### src/rtl/seg_pkg.sv
// Shared glyph constants, digit-code encoding and code-to-segment decode for the display.
package seg_pkg;

    // Digit code: 0-15 hex value, 16 dash, 17 blank.
    typedef logic [4:0] digit_t;

    localparam digit_t DIG_DASH  = 5'd16;
    localparam digit_t DIG_BLANK = 5'd17;

    // Active-high segment patterns, bit order {g,f,e,d,c,b,a}.
    localparam logic [6:0] GLY_0     = 7'h3F;
    localparam logic [6:0] GLY_1     = 7'h06;
    localparam logic [6:0] GLY_2     = 7'h5B;
    localparam logic [6:0] GLY_3     = 7'h4F;
    localparam logic [6:0] GLY_4     = 7'h66;
    localparam logic [6:0] GLY_5     = 7'h6D;
    localparam logic [6:0] GLY_6     = 7'h7D;
    localparam logic [6:0] GLY_7     = 7'h07;
    localparam logic [6:0] GLY_8     = 7'h7F;
    localparam logic [6:0] GLY_9     = 7'h6F;
    localparam logic [6:0] GLY_A     = 7'h77;
    localparam logic [6:0] GLY_B     = 7'h7C;
    localparam logic [6:0] GLY_C     = 7'h39;
    localparam logic [6:0] GLY_D     = 7'h5E;
    localparam logic [6:0] GLY_E     = 7'h79;
    localparam logic [6:0] GLY_F     = 7'h71;
    localparam logic [6:0] GLY_DASH  = 7'h40;
    localparam logic [6:0] GLY_BLANK = 7'h00;

    function automatic logic [6:0] glyph(digit_t code);
        logic [6:0] g;
        case (code)
            5'd0:     g = GLY_0;
            5'd1:     g = GLY_1;
            5'd2:     g = GLY_2;
            5'd3:     g = GLY_3;
            5'd4:     g = GLY_4;
            5'd5:     g = GLY_5;
            5'd6:     g = GLY_6;
            5'd7:     g = GLY_7;
            5'd8:     g = GLY_8;
            5'd9:     g = GLY_9;
            5'd10:    g = GLY_A;
            5'd11:    g = GLY_B;
            5'd12:    g = GLY_C;
            5'd13:    g = GLY_D;
            5'd14:    g = GLY_E;
            5'd15:    g = GLY_F;
            DIG_DASH: g = GLY_DASH;
            default:  g = GLY_BLANK;
        endcase
        return g;
    endfunction

endpackage

### src/rtl/bin2bcd_seq.sv
// Sequential double-dabble converter: one add-3/shift step per cycle, DATA_W steps total.
module bin2bcd_seq #(
    parameter int unsigned DATA_W = 16
) (
    input  logic                              clk_i,
    input  logic                              rst_ni,
    input  logic                              start_i,
    input  logic [DATA_W-1:0]                 value_i,
    output logic                              busy_o,
    output logic                              done_o,
    output logic [4*((DATA_W+2)/3)-1:0]       bcd_o
);
    import seg_pkg::*;

    localparam int unsigned BCD_D = (DATA_W + 2) / 3;
    localparam int unsigned BCD_W = 4 * BCD_D;
    localparam int unsigned CNT_W = $clog2(DATA_W + 1);

    logic              busy_q, busy_d;
    logic [CNT_W-1:0]  cnt_q, cnt_d;
    logic [DATA_W-1:0] bin_q, bin_d;
    logic [BCD_W-1:0]  bcd_q, bcd_d;
    logic [BCD_W-1:0]  adj;
    logic [BCD_W-1:0]  bcd_shift;

    // Add-3 correction on every BCD digit, then shift in the next binary bit.
    always_comb begin
        adj = bcd_q;
        for (int i = 0; i < int'(BCD_D); i++) begin
            if (bcd_q[4*i +: 4] >= 4'd5) adj[4*i +: 4] = bcd_q[4*i +: 4] + 4'd3;
        end
        bcd_shift = {adj[BCD_W-2:0], bin_q[DATA_W-1]};
    end

    // Start a new conversion when idle; otherwise step until the shift count runs out.
    always_comb begin
        busy_d = busy_q;
        cnt_d  = cnt_q;
        bin_d  = bin_q;
        bcd_d  = bcd_q;
        if (!busy_q) begin
            if (start_i) begin
                busy_d = 1'b1;
                cnt_d  = CNT_W'(DATA_W);
                bin_d  = value_i;
                bcd_d  = '0;
            end
        end else begin
            bin_d = bin_q << 1;
            bcd_d = bcd_shift;
            cnt_d = cnt_q - 1'b1;
            if (cnt_q == CNT_W'(1)) busy_d = 1'b0;
        end
    end

    // Conversion state registers.
    always_ff @(posedge clk_i or negedge rst_ni) begin
        if (!rst_ni) begin
            busy_q <= 1'b0;
            cnt_q  <= '0;
            bin_q  <= '0;
            bcd_q  <= '0;
        end else begin
            busy_q <= busy_d;
            cnt_q  <= cnt_d;
            bin_q  <= bin_d;
            bcd_q  <= bcd_d;
        end
    end

    // done_o marks the final step; bcd_o is the result that step produces.
    assign busy_o = busy_q;
    assign done_o = busy_q && (cnt_q == CNT_W'(1));
    assign bcd_o  = bcd_shift;

endmodule

### src/rtl/seg_scan_display.sv
// Multiplexed 7-segment controller: hex or decimal display buffer with scanned, registered pins.
module seg_scan_display #(
    parameter int unsigned DIGITS      = 4,
    parameter int unsigned DATA_W      = 16,
    parameter int unsigned SCAN_DIV    = 100000,
    parameter bit          SEG_ACT_LOW = 1'b1,
    parameter bit          AN_ACT_LOW  = 1'b1
) (
    input  logic              clk,
    input  logic              rst,
    input  logic [DATA_W-1:0] data_i,
    input  logic              load_i,
    input  logic              mode_i,
    input  logic              blank_lz_i,
    output logic [6:0]        seg_o,
    output logic [DIGITS-1:0] an_o,
    output logic              busy_o,
    output logic              ovf_o
);
    import seg_pkg::*;

    localparam int unsigned BUF_W = 4 * DIGITS;
    localparam int unsigned BCD_W = 4 * ((DATA_W + 2) / 3);
    localparam int unsigned HEX_W = (DATA_W > BUF_W) ? DATA_W : BUF_W;
    localparam int unsigned DEC_W = (BCD_W > BUF_W) ? BCD_W : BUF_W;
    localparam int unsigned IDX_W = (DIGITS > 1) ? $clog2(DIGITS) : 1;
    localparam int unsigned CNT_W = $clog2(SCAN_DIV);

    logic             conv_busy, conv_done, accept;
    logic [BCD_W-1:0] conv_bcd;
    logic [HEX_W-1:0] hex_ext;
    logic [DEC_W-1:0] dec_ext;

    logic [BUF_W-1:0] disp_q, disp_d;
    logic             ovf_q, ovf_d;
    logic             blank_q, blank_d;
    logic             blank_pend_q, blank_pend_d;
    logic [CNT_W-1:0] cnt_q, cnt_d;
    logic [IDX_W-1:0] idx_q, idx_d;
    logic [6:0]       seg_q, seg_d;
    logic [DIGITS-1:0] an_q, an_d;

    logic [3:0]  cur_nib;
    logic        upper_nz;
    digit_t      code;

    assign accept = load_i && !conv_busy;

    bin2bcd_seq #(
        .DATA_W (DATA_W)
    ) u_bin2bcd (
        .clk_i   (clk),
        .rst_ni  (rst),
        .start_i (accept && mode_i),
        .value_i (data_i),
        .busy_o  (conv_busy),
        .done_o  (conv_done),
        .bcd_o   (conv_bcd)
    );

    assign hex_ext = HEX_W'(data_i);
    assign dec_ext = DEC_W'(conv_bcd);

    // Buffer commit: hex straight away, decimal on the final conversion step.
    always_comb begin
        disp_d       = disp_q;
        ovf_d        = ovf_q;
        blank_d      = blank_q;
        blank_pend_d = blank_pend_q;
        if (accept && !mode_i) begin
            disp_d  = hex_ext[BUF_W-1:0];
            ovf_d   = |(hex_ext >> BUF_W);
            blank_d = blank_lz_i;
        end else if (accept && mode_i) begin
            blank_pend_d = blank_lz_i;
        end else if (conv_done) begin
            disp_d  = dec_ext[BUF_W-1:0];
            ovf_d   = |(dec_ext >> BUF_W);
            blank_d = blank_pend_q;
        end
    end

    // Prescaler and scan index; the index steps once per SCAN_DIV cycles.
    always_comb begin
        cnt_d = cnt_q + 1'b1;
        idx_d = idx_q;
        if (cnt_q == CNT_W'(SCAN_DIV - 1)) begin
            cnt_d = '0;
            idx_d = (idx_q == IDX_W'(DIGITS - 1)) ? '0 : idx_q + 1'b1;
        end
    end

    // Pick the digit code for the index about to be shown, including dash and blanking.
    always_comb begin
        cur_nib  = '0;
        upper_nz = 1'b0;
        for (int i = 0; i < int'(DIGITS); i++) begin
            if (IDX_W'(i) == idx_d) cur_nib = disp_q[4*i +: 4];
            if (IDX_W'(i) >= idx_d && disp_q[4*i +: 4] != 4'd0) upper_nz = 1'b1;
        end
        if (ovf_q)                                  code = DIG_DASH;
        else if (blank_q && idx_d != '0 && !upper_nz) code = DIG_BLANK;
        else                                        code = {1'b0, cur_nib};
        seg_d = SEG_ACT_LOW ? ~glyph(code) : glyph(code);
        an_d  = AN_ACT_LOW ? ~(DIGITS'(1) << idx_d) : (DIGITS'(1) << idx_d);
    end

    // Display buffer, scan state and registered pin drivers.
    always_ff @(posedge clk or negedge rst) begin
        if (!rst) begin
            disp_q       <= '0;
            ovf_q        <= 1'b0;
            blank_q      <= 1'b0;
            blank_pend_q <= 1'b0;
            cnt_q        <= '0;
            idx_q        <= '0;
            seg_q        <= {7{SEG_ACT_LOW}};
            an_q         <= {DIGITS{AN_ACT_LOW}};
        end else begin
            disp_q       <= disp_d;
            ovf_q        <= ovf_d;
            blank_q      <= blank_d;
            blank_pend_q <= blank_pend_d;
            cnt_q        <= cnt_d;
            idx_q        <= idx_d;
            seg_q        <= seg_d;
            an_q         <= an_d;
        end
    end

    assign seg_o  = seg_q;
    assign an_o   = an_q;
    assign busy_o = conv_busy;
    assign ovf_o  = ovf_q;

endmodule
### config.mk
export PLATFORM = sky130hd
export DESIGN_NAME = seg_scan_display
export DESIGN_NICKNAME = d
export VERILOG_FILES = /design/src/rtl/seg_pkg.sv /design/src/rtl/bin2bcd_seq.sv /design/src/rtl/seg_scan_display.sv
export SDC_FILE = /design/constraint.sdc
export NUM_CORES = 1
export LEC_CHECK = 0
export ABC_AREA = 1
export BUFFER_PORTS_ARGS = -buffer_cell sky130_fd_sc_hd__buf_2
export CAP_MARGIN = 40
export CORE_ASPECT_RATIO = 1.1
export CORE_UTILIZATION = 27
export CTS_BUF_LIST = sky130_fd_sc_hd__clkbuf_4 sky130_fd_sc_hd__clkbuf_8
export DETAILED_ROUTE_END_ITERATION = 10
export HOLD_SLACK_MARGIN = 0.08
export MAX_ROUTING_LAYER = met4
export SETUP_SLACK_MARGIN = 0.02
export SLEW_MARGIN = 0
export SYNTH_ARGS = -nofsm -noshare
export SYNTH_HDL_FRONTEND = slang
export SYNTH_SLANG_ARGS = --single-unit
### constraint.sdc
create_clock -name clk -period 2.36 [get_ports clk]
set_clock_uncertainty 0.05 [all_clocks]
set_input_delay 0.236 -clock clk [delete_from_list [all_inputs] [get_ports clk]]
set_output_delay 0.236 -clock clk [all_outputs]
set_load 0.005 [all_outputs]
==> flow_metrics.tcl, run 1 <==
set metrics [dict create \
    startpoint_type "register" \
    vias 4256 \
    p_sw_share_pct 41.1 \
    grtUsageTotal_pct 13.7 \
    cell_internal_pwr_mw 4.12 \
    power_mw 6.99 \
    vias_per_cell 4.57 \
    port_buffers 33 \
    syn_area_per_cell_um2 8.38 \
    grt_pass1_vias 4168 \
    seq_power_share_pct 37.6 \
    final-hold-violation-count 0 \
    dp_cells 905 \
    cts_made_buffers 9 \
    powerDensity_nw_per_um2 1110 \
    synth_top_cell_by_area "dfrtp_1" \
    vdd_ir_drop_max_mv 0.412 \
    wl_um 12000 \
    holdWs_ns 0.130 \
    num-fill-cells 1877 \
    clk_latency_ns 0.38 \
    die_w_um 133 \
    arrival_ns 2.61 \
    r2r_slack_ns 0.01 \
    required_ns 2.62 \
    status "completed" \
    drv_slew 0 \
    maxCapViolations 0 \
    min_path_type "primary input to register" \
    antenna_left 0 \
    fin_area_um2 6280 \
    gp_congestion 0.867 \
    reg2reg_from "cnt_q[0]" \
    synth.area.top_cells "dfrtp_1, nand2_1, inv_1" \
    crit_end "seg_o[2]" \
    path_clk_slew_ns 0.09 \
    antenna_found_initial 0 \
    fp.coreArea_um2 18300 \
    dpl_worst_slack_ns -0.0416 \
    pwr-share-comb_pct 45.0 \
    path_max_fanout 7 \
    start_util_pct 27.6 \
    clockPowerShare_pct 17.4 \
    core.rowCount 52 \
    ys_types 38 \
    timing.rr.end "seg_o[2]" \
    path_class "register to register" \
    synth.yosys.seq_area_share_pct 47.3 \
    grt_pass1_wl_um 20400 \
    finish.net_count 727 \
    finalCritPeriodShare_pct 99.4 \
    instances_no_fill 932 \
    first_pass_iters 6 \
    ys_ff_latch 95 \
    root_buffer "clkbuf_8" \
    diodes 0 \
    switchingPower_mw 2.87 \
    area_growth_pct 24.0 \
    reg2reg_depth 18 \
    synth_top_area_share_pct 41.5 \
    worst_pin_slew_ns 0.486 \
    wl_per_cell_um 12.9 \
    leakage_nw 3.08 \
    drive_above_1_share_pct 24.4 \
    yosys_warnings 0 \
    netlist_area_um2 5060 \
    htreeDepth 3 \
    dieArea_um2 19300 \
    die_y_um 146 \
    dp_hpwl_um 8600 \
    rsz0062_at_grt "true" \
    slew_headroom_pct 67.6 \
    drt_iter0_markers 254 \
    setup_viol 0 \
    fmax_mhz 426 \
    cts_tree "done" \
    grt_overflow 0 \
    critPathCaptureType "register" \
    clock-sinks 95 \
    grt_max_degree 39 \
    syn_nets 647 \
    cts_max_path_buffers 2 \
    boundaryPins 34 \
    place_area_um2 5800 \
    crit_start "cnt_q[0]" \
    layout_setup_ws_ns 0.0138 \
    final.min_clock_period_ns 2.35 \
    drc 0 \
    syn-instance-count 604 \
]
[cells in the mapped netlist]
cell type and instances:
a21oi_1 12, a21oi_2 2, a22oi_1 1, a31oi_1 2, buf_1 2, clkbuf_1 11, clkinv_1 2, clkinv_2 1
dfrtp_1 84, dfstp_2 11, ha_1 22, inv_1 105, inv_2 4, nand2_1 122, nand2_2 6, nand2_4 3
nand3_1 40, nand3_2 2, nand3_4 2, nand4_1 6, nand4_2 1, nor2_1 41, nor2_2 3, nor2_8 1
nor3_1 7, nor4_1 2, o21a_1 2, o21ai_0 37, o21ai_1 4, o21ai_2 2, o221ai_1 32, o22ai_1 13
o41ai_1 1, or2_0 1, or2_2 4, or2_4 2, or3_1 1, xor2_1 10
[state kept, by name, summed over array words and instances (netlist names)]
signal,cells
u_bin2bcd.cnt_q,5
u_bin2bcd.bcd_q,24
seg_o,7
idx_q,2
ovf_o,1
blank_q,1
u_bin2bcd.bin_q,16
cnt_q,17
an_o,4
u_bin2bcd.busy_o,1
disp_q,16
blank_pend_q,1
[through the flow]
stage,setup TNS (ns),util (%)
final,0,34.2
after global routing,-1.01,34.2
after CTS,-0.00712,33.4
after detailed placement,-0.0879,31.6
after global placement,0,31.6
after floorplan,0,-
[final cells by class]
cell class / count / area, um^2 / area share, %
clock inverters: 2 / 35.0 / 0.558
inverters: 112 / 428 / 6.82
flip-flops and latches: 95 / 2390 / 38.1
repair buffers: 82 / 564 / 8.99
well taps: 243 / 304 / 4.84
clock buffers: 14 / 193 / 3.07
multi-input cells: 384 / 2360 / 37.6
[worst min path at each step]
stage | start | end | slack (ns) | cells after the start
floorplan | rst | blank_pend_q | -0.11 | 0
global placement | rst | cnt_q[9] | 0.18 | 1
detailed placement | rst | cnt_q[9] | 0.19 | 1
CTS | data_i[0] | u_bin2bcd.bin_q[0] | 0.12 | 3
global route | data_i[0] | disp_q[0] | 0.14 | 3
finish | data_i[0] | u_bin2bcd.bin_q[0] | 0.13 | 3
[routing by layer]
metal | track usage (%) | part of all wire [%] | vias up
li1 | - | - | 2143
met1 | 17.4 | 47 | 2015
met2 | 21.7 | 48 | 78
met3 | 2.12 | 3.0 | 20
met4 | 5.57 | 2.1 | 0
met5 | - | 0 | -
[cells by family after synthesis]
group	share of synthesized area (%)
simple gates	22.3
compound gates	13.9
xor+xnor	1.73
buf+inv	9.30
fa+ha+maj	5.44
flops	47.3
[worst max-delay path: stages (launching register included)]
cell,delay (ns)
dfrtp_1,0.41
ha_4,0.17
nand3_4,0.10
nor2_4,0.15
nand3_4,0.10
nand2_2,0.09
nand2_4,0.10
nor2_4,0.14
nand2_1,0.07
nand2_1,0.07
o21ai_1,0.08
nand2_2,0.09
inv_2,0.07
buf_4,0.15
ha_1,0.18
nand2_2,0.08
o21ai_1,0.06
nor2_1,0.10
inv_1,0.04
[power groups by stage]
stage | Sequential (mW) | Clock [mW] | Combinational [mW]
6_report | 2.63 | 1.22 | 3.14
5_1_grt | 2.71 | 1.31 | 3.61
4_1_cts | 2.63 | 1.24 | 3.01
3_5_place_dp | 2.66 | 0 | 2.94
3_3_place_gp | 2.65 | 0 | 2.91
2_1_floorplan | 2.55 | 0 | 2.15
[what timing repair did]
item	CTS	global route
pin swaps	17	19
hold buffers	2	0
endpoints found under the setup margin	8	9
setup buffers	4	5
gates resized for setup	12	26
endpoints found under the hold margin	35	0
[placed cells by master, fill, tap and decap left out, types with 3 or more instances in the layout]
| cell type | count |
|---|---|
| ha_1 | 16 |
| o221ai_1 | 32 |
| ha_4 | 5 |
| dfstp_2 | 11 |
| buf_4 | 44 |
| buf_2 | 32 |
| xor2_1 | 10 |
| o21ai_1 | 4 |
| buf_6 | 3 |
| nand2_4 | 6 |
| dfrtp_1 | 84 |
| clkbuf_8 | 14 |
| nand3_2 | 6 |
| nor2_2 | 4 |
| a21oi_1 | 12 |
| nand3_1 | 35 |
| nor3_1 | 6 |
| or2_2 | 4 |
| nor2_4 | 3 |
| nand3_4 | 3 |
| inv_1 | 101 |
| o21ai_0 | 37 |
| o22ai_1 | 13 |
| nand2_1 | 114 |
| inv_2 | 6 |
| nand4_1 | 6 |
| nor2_1 | 37 |
| nand2_2 | 11 |
(Power assumes the default switching activity.)
==> run 2: changes to the inputs <==
CORE_UTILIZATION = 46   (was 27)
CTS_CLUSTER_DIAMETER = 150   (was default)
PLACE_DENSITY = 0.66   (was default)
SYNTH_HIERARCHICAL = 1   (was default)
==> run 2 against run 1 <==
Compared with the run above: the run now ends with negative setup slack left; maximum frequency decreased by 3.2%; first-iteration DRC count increased by 3.5%; sequential share of layout area decreased by 1.9 points; sequential power about the same; synthesized cell count increased by 13%; via count increased by 12%; wire length increased by 2.5%; total power increased by 5.5%; critical path depth increased by 1; largest cell class is now multi-input combinational cells; highest routed layer unchanged.
==> flow_metrics.tcl, run 2 <==
set metrics [dict create \
    path_clk_slew_ns 0.10 \
    mostFrequentLayoutCells "nand2_1, inv_1, dfrtp_1, nand3_1, nor2_1" \
    top_register "u_bin2bcd/bcd_q" \
    die_w_um 106 \
    path_buf_inv 2 \
    antenna_found_initial 0 \
    syn_nets 725 \
    grt_pass1_wl_um 21600 \
    ys_types 45 \
    cts_made_buffers 9 \
    die_y_um 116 \
    slowest_stage "dfrtp_1" \
    leakage_nw 3.32 \
    final.min_clock_period_ns 2.42 \
    ys_ff_latch 95 \
    critPathCaptureType "register" \
    vias 4751 \
    synth_top_area_share_pct 38.5 \
    dp_hpwl_um 8700 \
    wl_um 12300 \
    synth_top_cell_by_area "dfrtp_1" \
    violations "negative setup slack" \
    maxCapViolations 0 \
    htreeDepth 3 \
    drc 0 \
    netlist_area_um2 5470 \
    path_class "register to register" \
    boundaryPins 34 \
    synth.yosys.seq_area_share_pct 43.7 \
    syn_area_per_cell_um2 8.02 \
    area_growth_pct 20.9 \
    first_pass_iters 4 \
    core.rowCount 41 \
    status "complete, but fails checks" \
    fmax_mhz 412 \
    powerDensity_nw_per_um2 1120 \
    synth_edf_count 0 \
    antenna_left 0 \
    gp_congestion 0.848 \
    startpoint_type "register" \
    clock-sinks 95 \
    path_max_fanout 6 \
    fp.coreArea_um2 11500 \
    final-hold-violation-count 0 \
    synth.area.top_cells "dfrtp_1, nand2_1, inv_1" \
    top_regs "u_bin2bcd/bcd_q x24, cnt_q x17" \
    crit_chain "ha_4 -> nand2_4 -> nor2_4 -> buf_4 -> nand3_4 -> nand2_4 -> nand2_4 -> nor2_4 -> nand2_1 -> nand3_2 -> nor2_2 -> nand2_2 -> nand2_4 -> inv_4 -> ha_4 -> nand4_1 -> nand2_1 -> nand2_1 -> a21oi_2" \
    layout_setup_ws_ns -0.0648 \
    cts_tree "done" \
    grtUsageTotal_pct 22.8 \
    vias_per_cell 5.15 \
    vdd_ir_drop_max_mv 0.671 \
    async_reset_ff_share_pct 100 \
    dp_cells 878 \
    diodes 0 \
    rsz0062_at_grt "true" \
    yosys_warnings 6 \
    ys_top_cells_by_count "nand2_1, inv_1, dfrtp_1, nand3_1, nor2_1" \
    root_buffer "clkbuf_8" \
    setup_viol 4 \
    synthFlopType "dfrtp_1" \
    drv_slew 0 \
    cts_max_path_buffers 2 \
    port_buffers 33 \
    arrival_ns 2.68 \
    clk_latency_ns 0.38 \
    finalCritPeriodShare_pct 103 \
    crit_family "simple AND/OR/NAND/NOR gates" \
    required_ns 2.61 \
    place_area_um2 5930 \
    grt_max_degree 56 \
    largest_reg_flops 24 \
    slew_headroom_pct 64.8 \
    yosysMostFrequentCell "nand2_1" \
    grt_pass1_vias 4766 \
    min_path_type "primary input to register" \
    wl_per_cell_um 13.4 \
    worst_pin_slew_ns 0.528 \
    finish.net_count 810 \
    syn-instance-count 682 \
    fin_area_um2 6610 \
    instances_no_fill 922 \
    cp_slowest_stage_delay_ns 0.40 \
    drive_above_1_share_pct 21.6 \
    start_util_pct 47.4 \
    dieArea_um2 12300 \
    drt_iter0_markers 263 \
    grt_overflow 0 \
    timing.critical_path.mode_cell "nand2_4" \
    final_common_cell "nand2_1" \
]
-- run 2: final timing paths --
kind	from	end	slack, ns	cells past startpoint
max	cnt_q[0]	seg_o[6]	-0.06	19
min	mode_i	blank_q	0.26	5
max reg2reg	cnt_q[0]	seg_o[6]	-0.06	19
min reg2reg	u_bin2bcd/cnt_q[4]	u_bin2bcd/cnt_q[4]	0.43	1
max in group asynchronous	rst	u_bin2bcd/bcd_q[12]	1.25	3
min in group asynchronous	rst	cnt_q[7]	0.33	2
-- run 2: cells by family after synthesis --
logic type | Yosys count | synth area share, %
buffers and inverters | 121 | 9.68
xor gates and xnor gates | 3 | 0.481
DFF | 95 | 43.7
muxes | 1 | 0.206
adders and majority gates | 22 | 5.04
AOI/OAI and AO/OA | 108 | 12.1
and+or+nand+nor | 332 | 28.7
-- run 2: cell type report --
| type | instances | area (um^2) |
|---|---|---|
| Fill cell | 1047 | 4940 |
| Multi-Input combinational cell | 466 | 2700 |
| Sequential cell | 95 | 2390 |
| Timing Repair Buffer | 90 | 666 |
| Inverter | 105 | 412 |
| Tap cell | 150 | 188 |
| Clock buffer | 10 | 138 |
| Clock inverter | 6 | 115 |
-- run 2: metal layers --
layer	share of wire, %	wire, um	track usage (%)	vias up
met3	3.8	471	5.02	15
met1	43	5310	26.1	2259
li1	-	-	-	2397
met2	51	6320	39.9	80
met5	0	0	-	-
met4	1.9	229	7.31	0
-- run 2: power breakdown --
group	switching (mW)	internal, mW	leakage (nW)
logic	2.09	1.32	2.01
clock network	0.592	0.738	0.123
registers	0.396	2.24	1.19
-- run 2: tightest hold or removal path, stage by stage --
cell and delay (ns):
buf_2 0.09, nor2_2 0.04, clkinv_1 0.10, nor2_1 0.05, o21ai_0 0.13
-- run 2: what timing repair did --
| item | in CTS | in global routing |
|---|---|---|
| buffers inserted | 6 | 4 |
| hold buffers | 18 | 0 |
| resized for setup | 8 | 28 |
| setup endpoints to repair | 7 | 10 |
| endpoints found under the hold margin | 46 | 0 |
| pin swaps | 10 | 8 |
-- run 2: metrics by stage --
stage / setup TNS (ns) / worst slack (ns) / hold slack [ns] / power [mW] / utilization [%]
CTS: -0.243 / -0.0800 / 0.245 / 7.26 / 55.9
global placement: -0.0888 / -0.0523 / 0.198 / 5.73 / 51.4
floorplan: 0 / 0.0291 / -0.110 / 5.08 / -
detailed placement: -0.416 / -0.126 / 0.202 / 5.85 / 51.4
global route: -1.21 / -0.246 / 0.260 / 8.09 / 57.2
finish: -0.206 / -0.0648 / 0.257 / 7.38 / 57.2
==> run 3: changes to the inputs <==
CELL_PAD_IN_SITES_DETAIL_PLACEMENT = 2   (was default)
CELL_PAD_IN_SITES_GLOBAL_PLACEMENT = 2   (was default)
CORE_UTILIZATION = 34   (was 46)
PLACE_DENSITY = default   (was 0.66)
PLACE_DENSITY_LB_ADDON = 0.1   (was default)
==> run 3 against run 2 <==
Compared with the run above: largest cell class unchanged; via count is 9.1% higher; critical path type unchanged; core utilization is 12 points lower; non-clock buffer count is 33 higher; sequential power is 2% higher; wire length is 52% higher; the flow still finishes with violations (negative setup slack); total power is 9.2% higher.
==> flow_metrics.tcl, run 3 (synthesized netlist as in run 2, its figures left out) <==
set metrics [dict create \
    grt_pass1_wl_um 28500 \
    switchingPower_mw 3.57 \
    dieArea_um2 16600 \
    grt_pass1_vias 5714 \
    top_regs "u_bin2bcd/bcd_q x24, cnt_q x17" \
    largest_reg_flops 24 \
    path_clk_slew_ns 0.10 \
    layout_setup_ws_ns -0.250 \
    dp_hpwl_um 12400 \
    die_w_um 123 \
    path_max_fanout 6 \
    drc 0 \
    met2_length_um 10400 \
    r2r_slack_ns -0.25 \
    start_util_pct 34.9 \
    grtUsageTotal_pct 23.0 \
    fmax_mhz 383 \
    crit_start "cnt_q[0]" \
    drt_iter0_markers 183 \
    pwr-share-comb_pct 49.4 \
    worst_pin_slew_ns 0.560 \
    rsz0062_at_grt "true" \
    root_buffer "clkbuf_8" \
    instances_no_fill 1005 \
    grt_overflow 0 \
    leakage_nw 3.54 \
    dpl_worst_slack_ns -0.329 \
    final-hold-violation-count 0 \
    antenna_left 0 \
    startpoint_type "register" \
    num-fill-cells 1785 \
    wl_per_cell_um 18.7 \
    timing.rr.end "seg_o[6]" \
    dp_cells 938 \
    clockPowerShare_pct 17.3 \
    area_growth_pct 31.1 \
    final.min_clock_period_ns 2.61 \
    min_path_type "primary input to register" \
    mostFrequentLayoutCells "nand2_1, inv_1, dfrtp_1, buf_4, nand3_1" \
    top_register "u_bin2bcd/bcd_q" \
    critPathCaptureType "register" \
    setup_viol 7 \
    top_layer "met4" \
    powerDensity_nw_per_um2 1120 \
    antenna_found_initial 0 \
    vdd_ir_drop_max_mv 0.469 \
    cts_tree "done" \
    drive_above_1_share_pct 29.3 \
    status "complete, but fails checks" \
    wl_um 18800 \
    violations "negative setup slack" \
    boundaryPins 34 \
    drv_slew 0 \
    maxCapViolations 0 \
    drt-met1-wl_um 7750 \
    wl_met3_um 291 \
    final_common_cell "nand2_1" \
    arrival_ns 2.89 \
    clk_latency_ns 0.39 \
    htreeDepth 3 \
    crit_end "seg_o[6]" \
    vias 5182 \
    clock-sinks 95 \
    path_class "register to register" \
    cts_made_buffers 9 \
    p_sw_share_pct 44.3 \
    place_area_um2 6070 \
    vias_per_cell 5.16 \
    diodes 0 \
    fin_area_um2 7160 \
    fp.coreArea_um2 15700 \
    required_ns 2.65 \
    cts_max_path_buffers 2 \
    cell_internal_pwr_mw 4.49 \
    reg2reg_depth 18 \
    gp_congestion 0.820 \
    finish.net_count 843 \
    die_y_um 135 \
    slew_headroom_pct 62.7 \
    finalCritPeriodShare_pct 111 \
    first_pass_iters 4 \
    reg2reg_from "cnt_q[0]" \
    core.rowCount 48 \
    port_buffers 33 \
    grt_max_degree 42 \
    seq_power_share_pct 33.3 \
]
run 3: layout make-up:
class | count | area, um^2 | share of cell area [%]
clock inverter | 5 | 105 | 1.47
tap | 200 | 250 | 3.49
multi-input combinational | 466 | 2920 | 40.8
sequential | 95 | 2390 | 33.4
inverter | 105 | 417 | 5.82
timing repair buffer | 123 | 933 | 13.0
clock buffer | 11 | 145 | 2.03
run 3: power by group through the flow:
stage,registers (mW),logic [mW],clock network [mW]
floorplan,2.54,2.54,0
CTS,2.67,3.65,1.42
global placement,2.67,3.22,0
global route,2.75,4.51,1.48
detailed placement,2.70,3.45,0
finish,2.68,3.98,1.40
run 3: how the worst min path moves through the flow:
stage	from	end	slack, ns	depth (start not counted)
finish	data_i[14]	u_bin2bcd/bin_q[14]	0.1	3
CTS	data_i[6]	u_bin2bcd/bin_q[6]	0.09	3
floorplan	rst	blank_pend_q	-0.11	0
global route	data_i[14]	u_bin2bcd/bin_q[14]	0.09	3
global placement	rst	cnt_q[7]	0.21	1
detailed placement	rst	cnt_q[8]	0.22	1
run 3: repair_timing:
| action | in CTS | in global routing |
|---|---|---|
| hold endpoints to repair | 43 | 0 |
| setup buffers | 17 | 19 |
| hold buffers | 16 | 0 |
| pin swaps | 24 | 27 |
| gates resized for setup | 35 | 63 |
| endpoints found under the setup margin | 7 | 12 |
run 3: worst max-delay path, stage by stage (launching register included):
cell     delay [ns]
dfrtp_1        0.43
ha_4           0.19
nand2_4        0.05
nor2_4         0.12
nand3_4        0.09
nor2_4         0.14
nand3_4        0.11
nand2_8        0.12
nand2_4        0.08
o41ai_1        0.09
nand3_2        0.16
nand2_2        0.13
nand2_4        0.09
inv_4          0.11
ha_4           0.13
nand4_1        0.14
nand2_1        0.13
nand2_1        0.07
a21oi_2        0.12
run 3: metrics by stage:
| stage | utilization [%] | setup TNS [ns] | power (mW) | hold slack (ns) |
|---|---|---|---|---|
| final | 45.7 | -1.37 | 8.06 | 0.0981 |
| after global routing | 45.7 | -2.64 | 8.74 | 0.0891 |
| after CTS | 43.1 | -1.16 | 7.75 | 0.0858 |
| after detailed placement | 38.7 | -1.61 | 6.15 | 0.221 |
| after global placement | 38.7 | -0.300 | 5.89 | 0.214 |
| after floorplan | - | 0 | 5.08 | -0.110 |
run 3: per-layer routing:
metal  track usage, %  vias to the layer above
met3             2.45                       32
met4             7.18                        0
met5                -                        -
li1                 -                     2462
met2             42.6                       59
met1             25.4                     2629
